### config.mk
export PLATFORM = sky130hd
export DESIGN_NAME = matrix_loader
export DESIGN_NICKNAME = d
export VERILOG_FILES = /design/src/rtl/matrix_loader.sv
export SDC_FILE = /design/constraint.sdc
export NUM_CORES = 1
export LEC_CHECK = 0
export BUFFER_PORTS_ARGS = -buffer_cell sky130_fd_sc_hd__buf_4
export CORE_AREA = 5 5 247 249
export CTS_CLUSTER_SIZE = 24
export DETAILED_ROUTE_END_ITERATION = 7
export DIE_AREA = 0 0 252 254
export GPL_TIMING_DRIVEN = 0
export MAX_ROUTING_LAYER = met4
export PLACE_DENSITY = 0.56
export RECOVER_POWER = 50
export SLEW_MARGIN = 20
export SYNTH_ARGS = -nofsm -noshare
export SYNTH_HDL_FRONTEND = slang
export SYNTH_SLANG_ARGS = --single-unit
### constraint.sdc
create_clock -name clk -period 3.4 [get_ports clk]
set_clock_uncertainty 0.1 [all_clocks]
set_input_delay 0.68 -clock clk [delete_from_list [all_inputs] [get_ports clk]]
set_output_delay 0.68 -clock clk [all_outputs]
set_load 0.02 [all_outputs]
### src/rtl/matrix_loader.sv
`default_nettype none
// ============================================================================
// Module      : matrix_loader
// Description : Accepts an operation command (opcode + 32-bit constant), then
//               streams 32-bit rows into one or two 8x8 matrices of 4-bit
//               items. It presents the assembled operands and a one-hot
//               operation select to a downstream logical unit, and waits for
//               that unit to finish before taking the next command.
// Ports       : clk                 - rising-edge clock
//               reset               - asynchronous active-low reset
//               cmd_valid/op/const  - command handshake in, cmd_ready out
//               line_valid/data     - row handshake in, line_ready out
//               unit_ready          - downstream unit finished
//               readed_lines_count  - rows accepted for current command
//               matrix_a/matrix_b   - assembled operand matrices
//               constant            - registered constant operand
//               dsc..or_            - one-hot operation selects
//               op_error            - one-cycle pulse on illegal opcode
// Revision    : 1.0 - initial release
// ============================================================================
module matrix_loader (
   input  logic         clk,
   input  logic         reset,
   input  logic         cmd_valid,
   input  logic [3:0]   cmd_op,
   input  logic [31:0]  cmd_constant,
   output logic         cmd_ready,
   input  logic         line_valid,
   input  logic [31:0]  line_data,
   output logic         line_ready,
   input  logic         unit_ready,
   output logic [7:0]   readed_lines_count,
   output logic [255:0] matrix_a,
   output logic [255:0] matrix_b,
   output logic [31:0]  constant,
   output logic         dsc,
   output logic         rsr,
   output logic         usc,
   output logic         lsr,
   output logic         awc,
   output logic         and_,
   output logic         xwc,
   output logic         or_,
   output logic         op_error
);

   localparam logic [1:0] c_ST_IDLE      = 2'd0;
   localparam logic [1:0] c_ST_LOAD_A    = 2'd1;
   localparam logic [1:0] c_ST_LOAD_B    = 2'd2;
   localparam logic [1:0] c_ST_WAIT_DONE = 2'd3;

   logic [1:0]   r_state;
   logic [1:0]   w_state_nxt;
   logic [7:0]   r_count;
   logic [255:0] r_matrix_a;
   logic [255:0] r_matrix_b;
   logic [31:0]  r_constant;
   logic [7:0]   r_op_sel;
   logic         r_op_error;
   logic         w_line_acc;
   logic         w_two_operand;
   logic         w_last_row;
   logic [7:0]   w_row_lsb;

   // Opcodes 8..15 all have bit 3 set, so bit 3 alone flags an illegal op.
   assign w_two_operand = r_op_sel[5] | r_op_sel[7];
   assign w_line_acc    = line_valid & line_ready;
   assign w_last_row    = (r_count[2:0] == 3'd7);
   // Row k sits at [255-32k -: 32]; its LSB is 32*(7-k), i.e. {~k, 5'b0}.
   assign w_row_lsb     = {~r_count[2:0], 5'd0};

   // ---------------- state register ----------------
   always_ff @(posedge clk or negedge reset) begin
      if (!reset) begin
         r_state <= c_ST_IDLE;
      end else begin
         r_state <= w_state_nxt;
      end
   end

   // ---------------- next-state logic ----------------
   always_comb begin
      w_state_nxt = r_state;
      case (r_state)
         c_ST_IDLE: begin
            if (cmd_valid && !cmd_op[3]) begin
               w_state_nxt = c_ST_LOAD_A;
            end
         end
         c_ST_LOAD_A: begin
            if (w_line_acc && w_last_row) begin
               w_state_nxt = w_two_operand ? c_ST_LOAD_B : c_ST_WAIT_DONE;
            end
         end
         c_ST_LOAD_B: begin
            if (w_line_acc && w_last_row) begin
               w_state_nxt = c_ST_WAIT_DONE;
            end
         end
         c_ST_WAIT_DONE: begin
            if (unit_ready) begin
               w_state_nxt = c_ST_IDLE;
            end
         end
         default: w_state_nxt = c_ST_IDLE;
      endcase
   end

   // ---------------- output decode ----------------
   always_comb begin
      cmd_ready  = (r_state == c_ST_IDLE);
      line_ready = (r_state == c_ST_LOAD_A) || (r_state == c_ST_LOAD_B);
   end

   // ---------------- datapath registers ----------------
   always_ff @(posedge clk or negedge reset) begin
      if (!reset) begin
         r_count    <= 8'd0;
         r_matrix_a <= 256'd0;
         r_matrix_b <= 256'd0;
         r_constant <= 32'd0;
         r_op_sel   <= 8'd0;
         r_op_error <= 1'b0;
      end else begin
         r_op_error <= 1'b0;
         case (r_state)
            c_ST_IDLE: begin
               if (cmd_valid) begin
                  if (cmd_op[3]) begin
                     r_op_error <= 1'b1;
                  end else begin
                     r_constant <= cmd_constant;
                     r_op_sel   <= 8'd1 << cmd_op[2:0];
                     r_count    <= 8'd0;
                  end
               end
            end
            c_ST_LOAD_A: begin
               if (w_line_acc) begin
                  r_matrix_a[w_row_lsb +: 32] <= line_data;
                  r_count                     <= r_count + 8'd1;
               end
            end
            c_ST_LOAD_B: begin
               // Counts 8..15 share low bits 0..7 with matrix A rows.
               if (w_line_acc) begin
                  r_matrix_b[w_row_lsb +: 32] <= line_data;
                  r_count                     <= r_count + 8'd1;
               end
            end
            c_ST_WAIT_DONE: begin
               if (unit_ready) begin
                  r_op_sel <= 8'd0;
                  r_count  <= 8'd0;
               end
            end
            default: ;
         endcase
      end
   end

   assign readed_lines_count = r_count;
   assign matrix_a           = r_matrix_a;
   assign matrix_b           = r_matrix_b;
   assign constant           = r_constant;
   assign op_error           = r_op_error;
   assign dsc                = r_op_sel[0];
   assign rsr                = r_op_sel[1];
   assign usc                = r_op_sel[2];
   assign lsr                = r_op_sel[3];
   assign awc                = r_op_sel[4];
   assign and_               = r_op_sel[5];
   assign xwc                = r_op_sel[6];
   assign or_                = r_op_sel[7];

endmodule
`default_nettype wire

==> flow_metrics.env <==
export IMPL_status="complete, but fails checks"
export IMPL_violations="max-capacitance violations, max-slew violations"
export IMPL_ant_nets=0
export IMPL_coreArea_sq_um=58500
export IMPL_slew_viol_final=69
export IMPL_cp_slowest_cell="nor2_1"
export IMPL_hold_path_class="in2reg"
export IMPL_start_kind="flip-flop"
export IMPL_synthSimpleGateAreaFrac=0.0190
export IMPL_clk_pin_slew_ns=0.06
export IMPL_clock_sinks=563
export IMPL_yosysUniqueCellTypes=36
export IMPL_synth_area_leaders="dfrtp_1, mux2_2, mux2_4"
export IMPL_syn_area_per_cell_sq_um=16.3
export IMPL_dieWidth_um=252
export IMPL_synth_top_area_frac=0.656
export IMPL_worst_endpoint_arrival_ns=3.59
export IMPL_cp_max_fo=10
export IMPL_syn_nets=1398
export IMPL_synth_compound_area_share=0.00949
export IMPL_fin_crit_sh=0.943
export IMPL_top_usage_layer="met2"
export IMPL_num_io_pins=636
export IMPL_grt_start_max_net_pins=102
export IMPL_cts_buffers=60
export IMPL_grtUsageMet1=0.269
export IMPL_cpMostUsedCell="ha_1"
export IMPL_dp_hpwl_mm=53.4
export IMPL_rsz0062_at_grt="true"
export IMPL_synth_flop_cell="dfrtp_1"
export IMPL_fin_area_sq_um=27400
export IMPL_slowest_delay_ns=0.73
export IMPL_final_core_util=0.469
export IMPL_pwr_density_cell_nw_per_um2=904
export IMPL_timing_critical_path_buf_inv=1
export IMPL_crit_chain="ha_1, ha_1, and2b_1, nand3_1, nor2_1, buf_2, mux2_2"
export IMPL_hold_viol=0
export IMPL_placed_area_sq_um=27400
export IMPL_viasPerCell=4.87
export IMPL_antenna_found_initial=1
export IMPL_diodes=0
export IMPL_end_kind="flip-flop"
export IMPL_clk_latency_ns=0.60
export IMPL_fmax_mhz=312
export IMPL_layout_drive_gt1_share=0.391
export IMPL_mostFrequentLayoutCell="clkbuf_1"
export IMPL_slew_headroom=-0.137
export IMPL_die_h_um=254
export IMPL_seq_area_frac_synth=0.656
export IMPL_drv_cap=1
export IMPL_drc=0
export IMPL_grt_pass1_wl_mm=102
export IMPL_dieArea_sq_um=64000
export IMPL_clk_path_buf_depth=3
export IMPL_p_leak_nw=13.2
export IMPL_fin_setup_tns_ns=0
export IMPL_synth_top_family_by_area="multiplexers"
export IMPL_ir_worst_vdd_uv=548
export IMPL_synth_cells=1318
export IMPL_critical_path_class="reg2reg"
export IMPL_vias=13800
export IMPL_worst_pin_slew_ns=1.71
export IMPL_routabilityCongestion=0.796
export IMPL_root_buffer="clkbuf_16"
export IMPL_setup_viol=0
export IMPL_fin_cells=2842
export IMPL_ys_ff_latch=563
export IMPL_use_met3=0.0639
export IMPL_muxShareOfSynthArea=0.290
export IMPL_whs_ns=0.205
export IMPL_gr_total_overflow=0
export IMPL_cts_tree="yes"
export IMPL_synth_fa_ha_area_frac=0.00408
export IMPL_final_cell_mix="clkbuf_1, dfrtp_1, mux2_2, buf_4, clkbuf_16"
export IMPL_grt_pass1_vias=14500
export IMPL_ctsHtreeMaxLevel=2
export IMPL_wl_per_cell_um=25.0
export IMPL_synth_edf_count=0
export IMPL_nNetsFinal=2103
export IMPL_async_flop_share=1.00
export IMPL_drt_iter0_drc=727
export IMPL_portBuffers=634
export IMPL_synth_xor_area_share=0
export IMPL_start_util=0.368
export IMPL_yosys_warnings=0
export IMPL_synth_top_area_cell="dfrtp_1"
export IMPL_rows=89
export IMPL_grt_usage=0.221
export IMPL_fin_crit_ns=3.21
export IMPL_critPathTopFamily="simple AND/OR/NAND/NOR gates"
export IMPL_syn_area_sq_um=21500
export IMPL_flow_area_growth_from_synthesis_pct=27.6
export IMPL_firstDrtPassIters=7
export IMPL_totalWireLength_mm=71.0
export IMPL_dp_cells=2733
export IMPL_required_ns=3.79
export IMPL_grt_use_met2=0.364
==> registers in the layout (all words and copies together), names as in the netlist <==
register	cells
r_op_sel	8
r_state	2
matrix_a	256
matrix_b	256
op_error	1
readed_lines_count	8
constant	32
==> per-layer routing <==
metal / vias to the layer above / wire (um) / part of all wire
met2: 409 / 35500 / 0.50
li1: 6078 / - / -
met4: 0 / 2030 / 0.029
met3: 107 / 5160 / 0.073
met5: - / 0 / 0
met1: 7238 / 28300 / 0.40
==> cell type report <==
| class | instances | area [sq um] |
|---|---|---|
| Inverter | 3 | 11.3 |
| Buffer | 93 | 449 |
| Tap cell | 773 | 967 |
| Clock inverter | 17 | 178 |
| Sequential cell | 563 | 14100 |
| Clock buffer | 91 | 1780 |
| Fill cell | 5563 | 31000 |
| Multi-Input combinational cell | 659 | 6960 |
| Timing Repair Buffer | 643 | 2990 |
==> where the power goes <==
part / switching, mW / internal [mW] / total (mW) / leakage [nW]
registers: 1.09 / 8.78 / 9.87 / 7.49
logic: 5.57 / 2.86 / 8.43 / 4.77
clock network: 2.67 / 3.81 / 6.49 / 0.967
total: 9.33 / 15.5 / 24.8 / 13.2
==> synthesized netlist by cell type, types with 3 or more instances <==
cell type and n:
dfrtp_1 563, mux2_2 504, buf_2 42, clkbuf_1 39, mux2_4 30, nand2_1 27, mux2_1 10, o21ai_0 9
nand2b_1 8, ha_1 7, nand3_1 7, nor2_1 7, buf_4 6, nor2b_1 5, nor3_1 5, o41ai_1 5
a21oi_1 4, and3_1 4, nand4_1 4, o31ai_1 4, buf_6 3, inv_1 3, or3_1 3
==> final timing paths <==
kind / slack [ns] / from / cells past startpoint / end
worst max-delay path: 0.19 / readed_lines_count[1] / 7 / matrix_a[80]
worst min-delay path: 0.21 / cmd_op[2] / 2 / r_op_sel[2]
worst max register to register: 0.19 / readed_lines_count[1] / 7 / matrix_a[80]
worst min register to register: 0.38 / r_op_sel[3] / 2 / r_op_sel[3]
max in group asynchronous: 0.54 / reset / 3 / matrix_b[43]
min in group asynchronous: 0.54 / reset / 2 / constant[19]
==> stage by stage <==
step                      worst slack, ns  power (mW)
final                               0.193        24.8
after global routing              -0.0330        26.0
after CTS                         -0.0687        26.8
after detailed placement          -0.0691        20.2
after global placement              -4.59        20.0
after floorplan                     0.900        15.0
==> cell families (layout without fill, tap and decap cells) <==
family | Yosys count | count (layout)
simple gates | 78 | 78
flops | 563 | 563
buf+inv | 96 | 847
compound gates | 30 | 30
mux | 544 | 544
fa+ha+maj | 7 | 7
==> repair_timing <==
action,in CTS,in global routing
hold buffers,1,0
hold endpoints to repair,76,0
setup endpoints to repair,26,76
pin swaps,0,0
setup buffers,0,0
gates resized for setup,0,2
(Power assumes the default switching activity.)
